===== src/rtl/pipe_stall_ctrl.sv =====
// Stall/flush sequencer for the 5-stage pipeline: merges load-use, MUL/DIV,
// data-memory wait and branch-redirect sources into per-stage write/bubble controls.
module pipe_stall_ctrl #(
  parameter int unsigned MDU_LAT  = 33,
  parameter int unsigned CNT_W    = 6,
  parameter int unsigned WAIT_MAX = 15
) (
  input  logic       clk,
  input  logic       rst,
  input  logic       load_use_hz,
  input  logic       mdu_op_ex,
  input  logic       branch_taken_ex,
  input  logic       mem_req_mem,
  input  logic       mem_ready,
  output logic       pc_write,
  output logic       if_id_write,
  output logic       id_ex_write,
  output logic       ex_mem_write,
  output logic       if_id_flush,
  output logic       id_ex_flush,
  output logic       ex_mem_bubble,
  output logic       mem_wb_bubble,
  output logic       mdu_start,
  output logic       mem_timeout,
  output logic [1:0] state
);

  localparam int unsigned WCNT_W = $clog2(WAIT_MAX + 1);
  localparam logic [CNT_W-1:0]  MDU_LOAD = CNT_W'(MDU_LAT - 1);
  localparam logic [WCNT_W-1:0] WMAX     = WCNT_W'(WAIT_MAX);

  typedef enum logic [1:0] {
    RUN  = 2'd0,
    MDU  = 2'd1,
    MEMW = 2'd2
  } state_t;

  state_t              state_q, state_d, cur_st;
  logic [CNT_W-1:0]    mdu_cnt_q, mdu_cnt_d;
  logic [WCNT_W-1:0]   wait_cnt_q, wait_cnt_d;
  logic                mdu_done_q, mdu_done_d;
  logic                mem_timeout_q, mem_timeout_d;
  logic                run_rules, set_done;

  always_comb begin
    pc_write      = 1'b1;
    if_id_write   = 1'b1;
    id_ex_write   = 1'b1;
    ex_mem_write  = 1'b1;
    if_id_flush   = 1'b0;
    id_ex_flush   = 1'b0;
    ex_mem_bubble = 1'b0;
    mem_wb_bubble = 1'b0;
    mdu_start     = 1'b0;
    state_d       = state_q;
    mdu_cnt_d     = mdu_cnt_q;
    wait_cnt_d    = wait_cnt_q;
    mdu_done_d    = mdu_done_q;
    mem_timeout_d = mem_timeout_q;
    run_rules     = 1'b0;
    set_done      = 1'b0;

    // While rst is high the outputs follow the RUN rules regardless of state_q.
    cur_st = rst ? RUN : state_q;

    case (cur_st)
      RUN: run_rules = 1'b1;
      MDU: begin
        pc_write      = 1'b0;
        if_id_write   = 1'b0;
        id_ex_write   = 1'b0;
        ex_mem_bubble = 1'b1;
        mdu_cnt_d     = mdu_cnt_q - CNT_W'(1);
        // Leaving as the counter hits zero makes the stall exactly MDU_LAT cycles.
        if (mdu_cnt_d == '0) begin
          state_d  = RUN;
          set_done = 1'b1;
        end
      end
      MEMW: begin
        if (!mem_ready) begin
          pc_write      = 1'b0;
          if_id_write   = 1'b0;
          id_ex_write   = 1'b0;
          ex_mem_write  = 1'b0;
          mem_wb_bubble = 1'b1;
          wait_cnt_d    = (wait_cnt_q == WMAX) ? wait_cnt_q : wait_cnt_q + WCNT_W'(1);
          if (wait_cnt_d == WMAX) mem_timeout_d = 1'b1;
        end else begin
          state_d    = RUN;
          wait_cnt_d = '0;
          run_rules  = 1'b1;
        end
      end
      default: state_d = RUN;
    endcase

    if (run_rules) begin
      if (mem_req_mem && !mem_ready) begin
        pc_write      = 1'b0;
        if_id_write   = 1'b0;
        id_ex_write   = 1'b0;
        ex_mem_write  = 1'b0;
        mem_wb_bubble = 1'b1;
        state_d       = MEMW;
        wait_cnt_d    = WCNT_W'(1);
        if (WCNT_W'(1) == WMAX) mem_timeout_d = 1'b1;
      end else if (mdu_op_ex && !mdu_done_q) begin
        mdu_start     = ~rst;
        pc_write      = 1'b0;
        if_id_write   = 1'b0;
        id_ex_write   = 1'b0;
        ex_mem_bubble = 1'b1;
        mdu_cnt_d     = MDU_LOAD;
        state_d       = MDU;
      end else if (branch_taken_ex) begin
        if_id_flush = 1'b1;
        id_ex_flush = 1'b1;
      end else if (load_use_hz) begin
        pc_write    = 1'b0;
        if_id_write = 1'b0;
        id_ex_flush = 1'b1;
      end
    end

    // mdu_done blocks a restart until the finished MUL/DIV has moved out of EX.
    if (set_done) mdu_done_d = 1'b1;
    else if (ex_mem_write && !ex_mem_bubble) mdu_done_d = 1'b0;
  end

  always_ff @(posedge clk) begin
    if (rst) begin
      state_q       <= RUN;
      mdu_cnt_q     <= '0;
      wait_cnt_q    <= '0;
      mdu_done_q    <= 1'b0;
      mem_timeout_q <= 1'b0;
    end else begin
      state_q       <= state_d;
      mdu_cnt_q     <= mdu_cnt_d;
      wait_cnt_q    <= wait_cnt_d;
      mdu_done_q    <= mdu_done_d;
      mem_timeout_q <= mem_timeout_d;
    end
  end

  assign mem_timeout = mem_timeout_q;
  assign state       = state_q;

endmodule

===== config.mk =====
export PLATFORM = sky130hd
export DESIGN_NAME = pipe_stall_ctrl
export DESIGN_NICKNAME = d
export VERILOG_FILES = /design/src/rtl/pipe_stall_ctrl.sv
export SDC_FILE = /design/constraint.sdc
export NUM_CORES = 1
export LEC_CHECK = 0
export BUFFER_PORTS_ARGS = -buffer_cell sky130_fd_sc_hd__buf_2
export CAP_MARGIN = 5
export CORE_ASPECT_RATIO = 0.9
export CORE_MARGIN = 3
export CORE_UTILIZATION = 45
export CTS_CLUSTER_SIZE = 8
export DETAILED_ROUTE_END_ITERATION = 6
export GPL_TIMING_DRIVEN = 1
export HOLD_SLACK_MARGIN = 0.06
export PLACE_DENSITY = 0.75
export SYNTH_ARGS = -nofsm -noshare
export SYNTH_HDL_FRONTEND = slang
export SYNTH_SLANG_ARGS = --single-unit

===== constraint.sdc =====
create_clock -name clk -period 1.6 [get_ports clk]
set_clock_uncertainty 0.05 [all_clocks]
set_input_delay 0.16 -clock clk [delete_from_list [all_inputs] [get_ports clk]]
set_output_delay 0.16 -clock clk [all_outputs]
set_load 0.01 [all_outputs]

; Word level (Yosys, flattened, before mapping)
; Index checks and enable logic that the tools add are counted.
[op_classes]
div = 0
n_shift = 0
bitwise = 2
reduce_logical = 10
n_mul = 0
n_eq_ne = 4
addsub = 2
mux = 54
order_cmp = 0
[ops]
columns = operator, n
row1 = $mux 1, 36
row2 = $mux 6, 4
row3 = $mux 4, 5
row4 = $mux 2, 6
row5 = $eq 4x4->1 const B, 2
row6 = $logic_not 6->1, 1
row7 = $pmux 2 s3, 1
row8 = $sub 6x1->6 const B, 1
row9 = $add 4x1->4 const B, 1
row10 = $pmux 1 s2, 2
row11 = $logic_and 1x1->1, 3
row12 = $logic_not 1->1, 3
row13 = $reduce_and 3->1, 1
row14 = $eq 2x1->1 const B, 1
row15 = $eq 2x2->1 const B, 1
row16 = $logic_not 2->1, 1
row17 = $not 1->1, 2
row18 = $reduce_bool 2->1, 1
[word_totals]
ff_bits = 14
output_inout_bits = 12
latchBits = 0
wordCells = 77
in_bits = 7
mem_count = 0
mem_bits_ro = 0
ram_bits = 0

; Depth between registers and ports, before layout
; Gate-level depths: netlist of run 1.
[logic_depth]
ltp_word = 10
ltp_mapped = 6
mapped_depth_nobuf = 6

; Least setup slack after synthesis of run 1
; Ideal clock, no wire load.
[synth_timing]
kind = reg2out
start = register state_q[1] (netlist: state[1])
end = output port pc_write
path_buffers = 1
t_required_ns = 1.390
path_slack_ns = -0.015
stages_incl_launch_ff = 6
arrival_time_ns = 1.405
cell_sequence = dfxtp_1 > and2b_4 > o21bai_4 > nand3_1 > o21ai_0 > buf_4
[synth_via]
elab_chain_len = 8
elab_cells_between_ends = 11
classes_between = eq/ne: 2 / mux: 8 / reduce/logical: 1
[synth_lines]
columns = item, line
row1 = from (decl), 38  ; state_t state_q, state_d, cur_st;
row2 = from (signal assigned), 139  ; state_q <= state_d;
row3 = $mux 2 (*), 64  ; cur_st = rst ? RUN : state_q;
row4 = $eq 2x2->1 or $eq 2x1->1 (tied branches), --
row5 = $pmux 1 s2, --
row6 = $mux 1 (4 in series), --
row7 = $mux 1 (*), --
row8 = to (decl), 15  ; output logic pc_write,
; Every way passes the cells marked *; elsewhere a longest branch is shown, timed or not.

; Final worst setup path of run 1
[layout_timing]
start = register state_q[1] (netlist: state[1])
end = output port ex_mem_write
[layout_via]
elab_chain_len = 5
elab_cells_between_ends = 7
classes_between = eq/ne: 1 / mux: 5 / reduce/logical: 1
[layout_lines]
columns = item, line
row1 = $mux 2 (*), 64
row2 = $eq 2x2->1, 66  ; case (cur_st)
row3 = $mux 1, 66
row4 = $mux 1, 99  ; if (mem_req_mem && !mem_ready) begin
row5 = $mux 1 (*), 98  ; if (run_rules) begin
row6 = to (decl), 18  ; output logic ex_mem_write,
; Marks and branches as above.

==> results of run 1 <==
[through the flow]
| step | cells | power [mW] | setup WS, ps |
|---|---|---|---|
| after global routing | 158 | 0.892 | -72.8 |
| after CTS | 155 | 0.827 | -17.5 |
| final | 158 | 0.841 | -7.05 |
| after detailed placement | 146 | 0.613 | 135 |
| after floorplan | 106 | 0.561 | 103 |
| after global placement | 146 | 0.608 | 173 |
[worst max path at each step]
stage | end
after floorplan | pc_write
after global placement | mdu_done_q$_SDFFE_PP0P_
after detailed placement | mdu_done_q$_SDFFE_PP0P_
after CTS | if_id_write
after global routing | mdu_start
final | ex_mem_write
[cells in the mapped netlist, types with 3 or more instances]
master / count
sky130_fd_sc_hd__a21oi_1: 8
sky130_fd_sc_hd__xor2_1: 5
sky130_fd_sc_hd__nand3_1: 4
sky130_fd_sc_hd__buf_4: 3
sky130_fd_sc_hd__xnor2_1: 3
sky130_fd_sc_hd__dfxtp_1: 14
sky130_fd_sc_hd__inv_1: 6
sky130_fd_sc_hd__nor2b_1: 3
sky130_fd_sc_hd__ha_1: 3
sky130_fd_sc_hd__nor2_1: 15
sky130_fd_sc_hd__nand2_1: 10
sky130_fd_sc_hd__nor3_1: 4
[critical path, stage by stage (launching register included)]
cell and delay, ps:
sky130_fd_sc_hd__dfxtp_4 350, sky130_fd_sc_hd__and2b_4 170, sky130_fd_sc_hd__o21bai_4 160, sky130_fd_sc_hd__buf_4 150, sky130_fd_sc_hd__nor2_2 40, sky130_fd_sc_hd__inv_1 90
sky130_fd_sc_hd__buf_2 140
[state kept, by name (all words and copies together), names as in the netlist]
name / cells
mdu_cnt_q: 6
mdu_done_q: 1
mem_timeout: 1
state: 2
wait_cnt_q: 4
[kinds of logic after synthesis]
logic type      count (synthesis)  synth area share [%]
compound gates                 19                  17.5
xor+xnor                        8                  7.98
fa+ha+maj                       3                  4.27
buf+inv                        12                  6.69
flops                          14                  31.9
mux                             1                  1.14
simple gates                   49                  30.5
[power by group]
part,total (mW),internal [mW],leakage (nW),switching [mW]
Combinational,0.241,0.117,0.353,0.123
Clock,0.201,0.0873,0.0138,0.114
Sequential,0.399,0.371,0.116,0.0281
[layer usage]
metal  track usage [%]  routed length [um]  vias up  share of wire [%]
met4              11.2                  43        0                2.0
met2              31.7                 976       23                 46
met1              22.2                1010      414                 47
met5                 0                   0        -                  0
li1                  -                   -      427                  -
met3              4.05                 103        4                4.8
[final cells by class]
class	instances	area (um^2)	share of cell area [%]
well taps	24	30.0	2.72
repair buffers	30	183	16.6
multi-input cells	80	553	50.2
inverters	7	26.3	2.38
flip-flops and latches	14	288	26.1
clock buffers	3	22.5	2.04
[what timing repair did]
action,4_1_cts,5_1_grt
setup endpoints to repair,7,11
gates resized for setup,5,5
setup buffers,5,3
hold buffers,1,0
cloned,0,0
hold endpoints to repair,1,0
pin swaps,4,3
==> flow_results.org, run 1 <==
** STA
- The final-report max-slew violation count was 0.
- Tightest Pin Transition :: 335 ps
- Of the available clock period, the critical path in the final layout requires 100%.
- Subtracting the final worst setup slack from the clock period gives 1610 ps.
- Setup slack on the critical path of the routed design comes to -7.05 ps.
- Setup-failing EPs final :: 1
- Derived from the worst setup path, the maximum achievable clock frequency is 622 MHz.
- Hold violation count in the final report :: 0
- Slew HR :: 77.4%
- Unrepaired setup endpoints after global routing :: yes
- Total negative slack :: -7.05 ps
- Hold is met by 184 ps.

** Drt
- Once detail routing completed, the nets flagged for antenna violations numbered 0.
- Summing over every cut layer, the via total after detailed routing is between 800 and 900.
- Total Routed Length :: ~2100 um
- Vias per inst :: around 5.5
- The pre-antenna-repair detailed-routing pass consisted of 4 iterations.
- Number of DRC markers in iteration 0 :: 15
- Dividing the detail-routed wire length by the instance count gives 13.5 um.
- After detailed routing, the number of remaining DRC violations is 0.

** Setup path
- In this run the critical register-to-register path is launched from mdu_cnt_q[1]$_SDFF_PP0_.
- Worst Path Required :: between 1000 and 1500 ps
- Worst Setup Start Kind :: flip-flop
- Tracing the worst setup path back leads to its startpoint at state[1]$_SDFF_PP0_.
- Setup slack on the worst reg-to-reg path comes out at about 130 ps.
- Critical path endpoint category :: primary output
- Number of cells traversed by the worst register-to-register path :: 6
- The critical path in this run is classified as reg2out.
- Crit path DAT :: 1400 ps
- Crit Path Max Fanout :: 4
- Terminus of the critical flop-to-flop path :: mdu_done_q$_SDFFE_PP0P_

** Power and ir drop
- For this design the ratio of total power to cell area is 763 nW/um^2.
- Summed over all cells, the static leakage comes to roughly 0.48 nW.
- Across the VDD grid, the largest voltage drop is 0.464 mV.

** Floorplanning
- I/O pin count :: 19
- The floorplan step defined a die boundary enclosing 2520 um^2.
- The region available for standard cell placement spans 1750 um^2.
- Row generation in the floorplan step produced 14 rows.
- From bottom edge to top edge, the die measures between 40 and 50 um.
- For this configuration, the core starts out at a cell density of about half.
- Die Span X :: about 53 um

** Placed design
- The count of buffers added on input and output ports is 18.
- Placed wire-length estimate after detailed placement :: 1340 um
- Routability congestion estimate from global placement :: 0.830
- Once placement finished, the instance area stood at 988 um^2.

** Synthesis
- Mean post-synth cell area :: 8.29 um^2
- Cell type contributing the most total cell area after synthesis :: sky130_fd_sc_hd__dfxtp_1
- Number of nets in the synthesized netlist :: 116
- Number of instances in the synthesized netlist :: 106
- Async set-reset flop share out of synthesis :: 0%
- Summed instance area of the synthesized netlist :: 878 um^2
- Flip-flop and latch count after synthesis :: 14
- The Yosys step of the flow raised 0 warnings.
- Main flop type after synthesis :: sky130_fd_sc_hd__dfxtp_1
- Number of enable flip-flop cells after synthesis :: 0
- Share of the synthesized area in the top cell type :: 31.9%
- The share of the Yosys chip area taken by registers is between 30% and 40%.
- Largest cells by area after synthesis :: sky130_fd_sc_hd__dfxtp_1, sky130_fd_sc_hd__nor2_1, sky130_fd_sc_hd__xor2_1
- The synthesized netlist contains 37 unique library cells.

** Clock network
- TritonCTS built the clock tree.
- Total clock sinks :: 14
- Root Driver :: sky130_fd_sc_hd__clkbuf_4
- The longest clock path from root to sink contains 2 buffers.
- The number of clock buffers added by TritonCTS is 3.
- Worst skew pair latency :: 280 ps
- Clock-pin slew reported for the worst setup and hold paths after clock tree synthesis :: 90 ps
- In this run the number of H-tree levels came out at 1.

** Hold path
- Worst min path class :: in2reg
- Counting instances, the worst hold path has a depth of 3.
- The worst hold path begins at mem_ready.
- Worst-case hold path end point :: wait_cnt_q[0]$_SDFF_PP0_

** Status
- Violations in the final reports :: setup timing
- Status :: finished with violations

** Final layout
- Share of layout cells above drive strength 1 :: 36.6%
- The repair_antennas step left the layout with diodes totalling 0.
- Final core area utilization :: between 60% and 70%
- The finished cells cover roughly 1100 um^2.
- Leaving out fill and tap cells, the most frequent cell in the layout is sky130_fd_sc_hd__buf_2.
- Fill cells in the final layout number 158.
- From synthesis to final layout, the design area changed by 25.5%.
- Total Nets Final :: 146
- The library cells used most frequently in the layout, excluding fill and tap cells, are sky130_fd_sc_hd__buf_2, sky130_fd_sc_hd__nor2_1, sky130_fd_sc_hd__buf_4, sky130_fd_sc_hd__nand2_1, sky130_fd_sc_hd__dfxtp_1.

** Global routing
- Global-route wire length before repair :: around 3400 um
- Global routing consumed, over all layers together, a little under a fifth of the routing resources.
- For this run the aggregate overflow at the end of global routing stands at 0.
- Number of global-route vias before repair :: 758
- Pin count of the biggest net entering global routing :: 10
- The number of antenna violations at the first check in global routing came to 0.

** Run
- The tool flagged a number of max-cap violations equal to 0.
Power figures use the tool's default switching activity.
==> inputs of run 2 (changes only) <==
- PLACE_DENSITY: 0.75 -> not set
- PLACE_DENSITY_LB_ADDON: not set -> 0.05
==> run 2 against run 1 <==
Effect of this change:
- the flow now finishes without violations
- first-iteration DRC count fell by 13%
- critical path depth fell by 1
- sequential share of layout area rose by 0.070 points
- final area fell by 1.1%
- sequential cell count did not move
- sequential power barely moved
- register-to-register slack barely moved
==> flow_results.org, run 2 (same netlist as run 1, synthesis figures left out) <==
** Status
- Status :: completed

** Final layout
- Register area :: 285 um^2 (-0.87%)
- Final core area utilization :: 62.2% (-0.71 points)
- The number of nets in the final layout is 143 (-2.1%).
- Combined area of the multi-input logic cells :: 552 um^2 (-0.23%)
- From synthesis to final layout, the design area changed by 24.1%.
- Max reg flops :: 6 (unchanged)
- The final design instance area without fill was 1090 um^2 (-1.1%).
- Number of antenna cells inserted :: 0 (unchanged)
- Most used cells in the layout excluding fill and tap cells :: sky130_fd_sc_hd__buf_2, sky130_fd_sc_hd__nor2_1, sky130_fd_sc_hd__dfxtp_1, sky130_fd_sc_hd__nand2_1
- Leading cell type in the layout, fill and taps excluded :: sky130_fd_sc_hd__buf_2
- Filler cell count in the final layout :: 171 (+8.2%)
- Share of layout cells above drive strength 1 :: 34.1% (-2.5 points)
- Top reg by flops :: mdu_cnt_q

** Placed design
- Routability congestion estimate from global placement :: 0.784 (-5.5%)
- The number of port buffers is 18 (unchanged).
- Standard cell area after detailed placement :: 996 um^2 (+0.76%)
- Placed wire-length estimate after detailed placement :: 1340 um (-0.10%)

** Setup path
- The peak per-stage delay on the critical path is 360 ps (about the same).
- Terminus of the critical flop-to-flop path :: mdu_done_q$_SDFFE_PP0P_
- The slowest stage of the critical path belongs to the cell sky130_fd_sc_hd__dfxtp_4.
- In this run the critical register-to-register path is launched from mdu_cnt_q[0]$_SDFF_PP0_.
- Family of cells with the greatest summed delay on the critical path :: flip-flops
- Crit path DAT :: 1370 ps (-30 ps)
- The count of buffering cells on the critical path with inverters included is 1 (-2).
- STA classifies the critical path startpoint as a flip-flop.
- The minimum setup slack among reg-to-reg paths came to 130 ps (about the same).
- Cell chain of the critical path :: and2b_4, o21bai_4, nand3_2, o21ai_2, buf_2
- Number of cells traversed by the worst register-to-register path :: 6 (unchanged)
- The worst setup path is of the reg2out kind.
- Worst Path Required :: 1390 ps (about the same)
- STA classifies the critical path endpoint as a primary output.
- Tracing the worst setup path back leads to its startpoint at state[1]$_SDFF_PP0_.
- Crit Path Max Fanout :: 4 (unchanged)

** Drt
- The sum of routed wire length over all layers came to 1760 um (-17%).
- The number of DRC violations after detailed-routing iteration 0 was 13 (-2).
- Vias per inst :: 5.08 (-7.6%)
- Antenna Nets Post-Route :: 0 (unchanged)
- The DRC violation count after routing came to 0 (unchanged).
- Number of vias in the routed layout :: 792 (-8.8%)
- Wire length per cell :: 11.3 um (-16%)
- Detailed Routing Iterations Pass 1 :: 4 (unchanged)

** Floorplanning
- I/O pin count :: 19 (unchanged)
- The full die area is 2520 um^2 (unchanged).
- The initial standard-cell utilization of the core was 50.1% (unchanged).
- The count of standard-cell rows is 14 (unchanged).
- Vertical die dimension :: 47.9 um (unchanged)
- Core box area :: 1750 um^2 (unchanged)
- The width of the die was 52.6 um (unchanged).

** Clock network
- The total CTS buffers came to 3 (unchanged).
- The buffer depth of the longest clock path is 2 (unchanged).
- The insertion delay of the later-clocked pin in the worst-skew pair was 280 ps (about the same).
- TritonCTS built the clock tree.
- The tree is rooted in a sky130_fd_sc_hd__clkbuf_4.
- Clock-pin slew reported for the worst setup and hold paths after clock tree synthesis :: 90 ps (about the same)
- Total clock sinks :: 14 (unchanged)
- Number of H-tree levels :: 1 (unchanged)

** Global routing
- Pin count of the biggest net entering global routing :: 10 (unchanged)
- The via count of the first global-routing pass came to 649 (-14%).
- The overall overflow remaining after global route is 0 (unchanged).
- All-layer global routing usage :: 15.3% (-3.4 points)
- The first-pass GRT wire length is 2820 um (-17%).
- Number of antenna violations at the first check in global routing :: 0 (unchanged)

** STA
- Max-slew violations :: 0 (unchanged)
- Total negative slack :: 0 ps (+7.05 ps)
- Highest achievable clock rate :: 634 MHz (+1.8%)
- Setup repair after global routing could not meet its margin everywhere.
- Tightest Pin Transition :: 334 ps (-1.31 ps)
- The final period demand of the worst path was 1580 ps (-29.2 ps).
- Hold violation count in the final report :: 0 (unchanged)
- Setup-failing EPs final :: 0 (-1)
- The tightest slew margin relative to the limit came to 77.5% (+0.089 points).
- Period utilisation layout :: 98.6% (-1.8 points)
- The worst hold slack across all endpoints was 181 ps (-2.48 ps).

** Power and ir drop
- The sequential group share of total power came to 45.6% (-1.8 points).
- The power density over the cells was 800 nW/um^2 (+4.8%).
- Net switching power figure :: 0.257 mW (-3.3%)
- The fraction of power spent switching nets was 29.4% (-2.1 points).
- Internal power summed over all cells :: 0.615 mW (+6.9%)
- The leakage power is 0.475 nW (-1.7%).
- Combinational share of power :: 25.3% (-3.3 points)
- Overall power of the completed layout :: 0.872 mW (+3.7%)
- Worst vdd rail ir drop :: 0.639 mV (+38%)
- Portion of total power attributed to the clock network :: 29.1% (+5.2 points)

** Run
- Max_cap viols :: 0 (unchanged)

** Hold path
- Startpoint of the worst hold path :: mem_ready
- The worst hold path belongs to the class in2reg.
- The worst hold path terminates at wait_cnt_q[0]$_SDFF_PP0_.
- The cell depth of the worst hold path was 3 (unchanged).
==> run 2: layout make-up <==
type	instances	area share [%]
clock buffers	4	3.33
inverters	7	2.41
multi-input cells	80	50.6
flip-flops and latches	14	26.2
well taps	24	2.76
repair buffers	27	14.7
==> run 2: metal layers <==
metal,routed length (um),global-route usage [%],up-vias
li1,-,-,415
met1,827,20.5,346
met2,768,24.0,29
met3,153,5.61,2
met4,12,3.06,0
met5,0,0,-
==> run 2: power groups by stage <==
stage	Combinational (mW)	Clock (mW)	Sequential, mW
5_1_grt	0.247	0.282	0.402
3_3_place_gp	0.203	0	0.406
3_5_place_dp	0.207	0	0.407
2_1_floorplan	0.157	0	0.403
4_1_cts	0.221	0.269	0.397
6_report	0.221	0.254	0.397
==> run 2: through the flow <==
step                      setup WS [ps]  cells
after CTS                         -18.1    156
after global placement              165    147
after floorplan                     103    106
after detailed placement            129    147
after global routing               -106    156
final                              22.1    156
==> run 2: how the worst max path moves through the flow <==
stage	endpoint	slack [ps]	cells past startpoint
finish	pc_write	20	5
global route	mdu_start	-110	5
CTS	pc_write	-20	5
detailed placement	mdu_done_q$_SDFFE_PP0P_	130	6
global placement	mem_timeout$_SDFFE_PP0P_	170	6
floorplan	pc_write	100	5
==> run 2: timing repair <==
item,in CTS,in global routing
cloned,0,0
hold buffers,1,0
setup buffers,4,0
pin swaps,4,4
endpoints found under the hold margin,1,0
endpoints found under the setup margin,7,8
gates resized for setup,5,2
==> run 2: worst register-to-register path, delay by kind of cell (launching register included) <==
kind	cells	cell delay, ps
buffers and inverters	1	70
adders and majority gates	1	230
and+or+nand+nor	2	220
xor gates and xnor gates	1	150
DFF	1	440
AOI/OAI and AO/OA	1	210
==> inputs of run 3 (changes only) <==
- CORE_UTILIZATION: 45 -> 52
- TNS_END_PERCENT: not set -> 50
==> run 3 against run 2 <==
Effect of this change:
- the flow now finishes with violations (setup timing)
- hold slack got worse by 87 ps
- combinational power grew 10%
- via count rose by 3.4%
- global-route usage up 4.1 points
- power decreased by 4.7%
- sequential share of layout area decreased by 0.33 points
- register-to-register slack worse by 50 ps
- final cell count shrank 0.64%
- largest cell class unchanged
- largest power group unchanged
==> flow_results.org, run 3 (same netlist as run 1, synthesis figures left out) <==
** Setup path
- On the critical path, the stage with the largest delay is an instance of sky130_fd_sc_hd__dfxtp_4.
- Terminus of the critical flop-to-flop path :: mdu_cnt_q[5]$_SDFF_PP0_
- Crit Path Max Fanout :: 4 (unchanged)
- Worst Path Required :: 1390 ps (about the same)
- Cell chain of the critical path :: and2b_4, o21bai_4, nand4_1, nor2_1, buf_2
- Largest stage delay on the critical path :: 340 ps (-20 ps)
- The data arrival at the endpoint of the critical path was 1400 ps (+30 ps).
- Number of cells traversed by the worst register-to-register path :: 7 (+1)
- STA classifies the critical path endpoint as a primary output.
- Worst Setup Start Kind :: flip-flop
- The critical path is of the reg2out type.
- The minimum setup slack among reg-to-reg paths was 80 ps (-50 ps).
- Beginning of the worst register-to-register path :: state[1]$_SDFF_PP0_

** Floorplanning
- The number of primary I/O pins came to 19 (unchanged).
- Number of placement rows :: 13 (-1)
- Core box area :: 1510 um^2 (-14%)
- The height of the chip is 45.0 um (-6.1%).
- The width of the die was 49.3 um (-6.2%).
- Starting density of the core :: 58.1% (+7.9 points)
- The full die area was 2220 um^2 (-12%).

** Hold path
- The cell depth of the worst hold path is 2 (-1).
- For hold timing, the worst endpoint is wait_cnt_q[0]$_SDFF_PP0_.
- The tightest min-delay check is of the in2reg type.
- The worst hold path begins at rst.

** Clock network
- The clock net sink count is 14 (unchanged).
- Number of H-tree levels :: 1 (unchanged)
- Number of clock buffers inserted by TritonCTS :: 3 (unchanged)
- TritonCTS built the clock tree.
- The buffer depth of the longest clock path was 2 (unchanged).
- The clock input transition at the sequential cells of the worst setup and hold paths came to 80 ps (about the same).
- CTS placed an instance of sky130_fd_sc_hd__clkbuf_4 at the clock tree root.
- Worst skew pair latency :: 270 ps (about the same)

** STA
- Max-slew violations :: 0 (unchanged)
- The post-route fraction of the period consumed by the critical path was 101% (+2.1 points).
- Highest achievable clock rate :: 621 MHz (-2.0%)
- The number of setup violations in the final report is 1 (+1).
- Hold violation count in the final report :: 0 (unchanged)
- Unrepaired setup endpoints after global routing :: yes
- Tightest Pin Transition :: 356 ps (+22.0 ps)
- Minimum period implied by the final worst setup slack :: 1610 ps (+32.8 ps)
- Slew HR :: 76.0% (-1.5 points)
- Slack of the critical path :: -10.7 ps (-32.8 ps)

** Final layout
- The share of final-layout standard cells stronger than drive strength 1 was 36.8% (+2.8 points).
- Top reg by flops :: mdu_cnt_q
- Filler cell count in the final layout :: 125 (-27%)
- Leaving out fill and tap cells, the most frequent cell in the layout is sky130_fd_sc_hd__buf_2.
- Number of antenna cells inserted :: 0 (unchanged)
- Most used cells in the layout excluding fill and tap cells :: sky130_fd_sc_hd__buf_2, sky130_fd_sc_hd__nor2_1, sky130_fd_sc_hd__dfxtp_1, sky130_fd_sc_hd__buf_4, sky130_fd_sc_hd__nand2_1
- Max reg flops :: 6 (unchanged)
- Non-filler instance count after layout :: 155 (-0.64%)
- Compared with the post-synthesis result, the final layout area differs by 25.6%.
- Area of all placed cells without fillers :: 1100 um^2 (+1.3%)
- The number of nets in the final layout is 145 (+1.4%).

** Global routing
- Global-route wire length before repair :: 3260 um (+16%)
- Number of global-route vias before repair :: 733 (+13%)
- The global-route total usage across every layer is 19.4% (+4.1 points).
- The overall overflow remaining after global route was 0 (unchanged).
- The pin count of the biggest net entering global routing is 10 (unchanged).
- Number of antenna violations at the first check in global routing :: 0 (unchanged)

** Placed design
- The final weighted congestion in routability-driven placement came to 0.836 (+6.6%).
- The number of port buffers was 18 (unchanged).
- Placed wire-length estimate after detailed placement :: 1400 um (+4.4%)
- The cell area after placement is 986 um^2 (-1.0%).
- Placed insts :: 144 (-2.0%)

** Power and ir drop
- Ratio of total power to cell area :: 753 nW/um^2 (-5.9%)
- The sequential group share of total power is 47.7% (+2.1 points).
- The leakage power was 0.475 nW (about the same).
- Combinational share of power :: 29.3% (+4.0 points)
- Net switching power figure :: 0.255 mW (-0.70%)
- The worst-case vdd ir drop is 0.665 mV (+4.0%).
- Overall power of the completed layout :: 0.831 mW (-4.7%)
- The fraction of power spent switching nets was 30.7% (+1.2 points).
- The clock share of power came to 23.0% (-6.1 points).
- The cell-internal power is 0.576 mW (-6.3%).

** Drt
- The sum of routed wire length over all layers is 1930 um (+9.6%).
- Detailed Routing Iterations Pass 1 :: 4 (unchanged)
- Wire length per cell :: 12.5 um (+10%)
- The via count normalized by instance count is 5.28 (+4.1%).
- Number of DRC markers in iteration 0 :: 17 (+4)
- The overall via count from detail_route is 819 (+3.4%).
- Antenna Nets Post-Route :: 0 (unchanged)
- The DRC violation count after routing came to 0 (unchanged).

** Run
- Max_cap viols :: 0 (unchanged)

** Status
- Status :: finished with violations
- Violations in the final reports :: setup timing
==> run 3: timing repair <==
action                     in CTS  in global routing
buffers inserted                9                  0
cloned                          0                  0
hold buffers                    0                  0
setup endpoints to repair       7                 12
gates resized for setup         5                  6
pin swaps                       3                  4
==> run 3: power groups by stage <==
stage	logic, mW	clock network [mW]	registers [mW]
global placement	0.209	0	0.403
floorplan	0.157	0	0.403
detailed placement	0.213	0	0.405
CTS	0.237	0.200	0.394
finish	0.243	0.191	0.396
global route	0.268	0.216	0.400
==> run 3: metrics by stage <==
step | hold WS, ps | util [%] | TNS, ps | setup slack (ps)
after floorplan | 274 | - | 0 | 103
after global placement | 375 | 65.2 | 0 | 135
after detailed placement | 388 | 65.2 | 0 | 31.0
after CTS | 89.2 | 72.0 | -17.8 | -17.8
after global routing | 86.9 | 73.0 | -308 | -72.0
final | 94.7 | 73.0 | -10.7 | -10.7
==> run 3: worst max-delay path by stage <==
stage	start	endpoint	slack [ps]
5_1_grt	state[1]$_SDFF_PP0_	if_id_write	-70
4_1_cts	state[1]$_SDFF_PP0_	mdu_start	-20
3_5_place_dp	wait_cnt_q[1]$_SDFF_PP0_	wait_cnt_q[1]$_SDFF_PP0_	30
2_1_floorplan	state[1]$_SDFF_PP0_	pc_write	100
3_3_place_gp	wait_cnt_q[1]$_SDFF_PP0_	wait_cnt_q[1]$_SDFF_PP0_	140
6_report	state[1]$_SDFF_PP0_	mdu_start	-10
==> run 3: area by class of cell <==
cell class	instances	area (um^2)	share of cell area [%]
Clock buffer	3	22.5	2.04
Inverter	7	26.3	2.38
Multi-Input combinational cell	80	569	51.6
Sequential cell	14	285	25.9
Tap cell	22	27.5	2.49
Timing Repair Buffer	29	173	15.6
==> run 3: layer usage <==
layer	share of wire, %	GRT usage (%)	vias up
met2	44	31.6	26
met4	0.98	5.11	0
met1	48	24.4	370
met3	6.7	7.26	2
li1	-	-	421
met5	0	0	-
==> run 3: critical path: cells and delay by family, from the launching register on <==
kind	cells	cell delay (ps)
flops	1	340
compound gates	1	140
buf+inv	1	140
simple gates	3	510
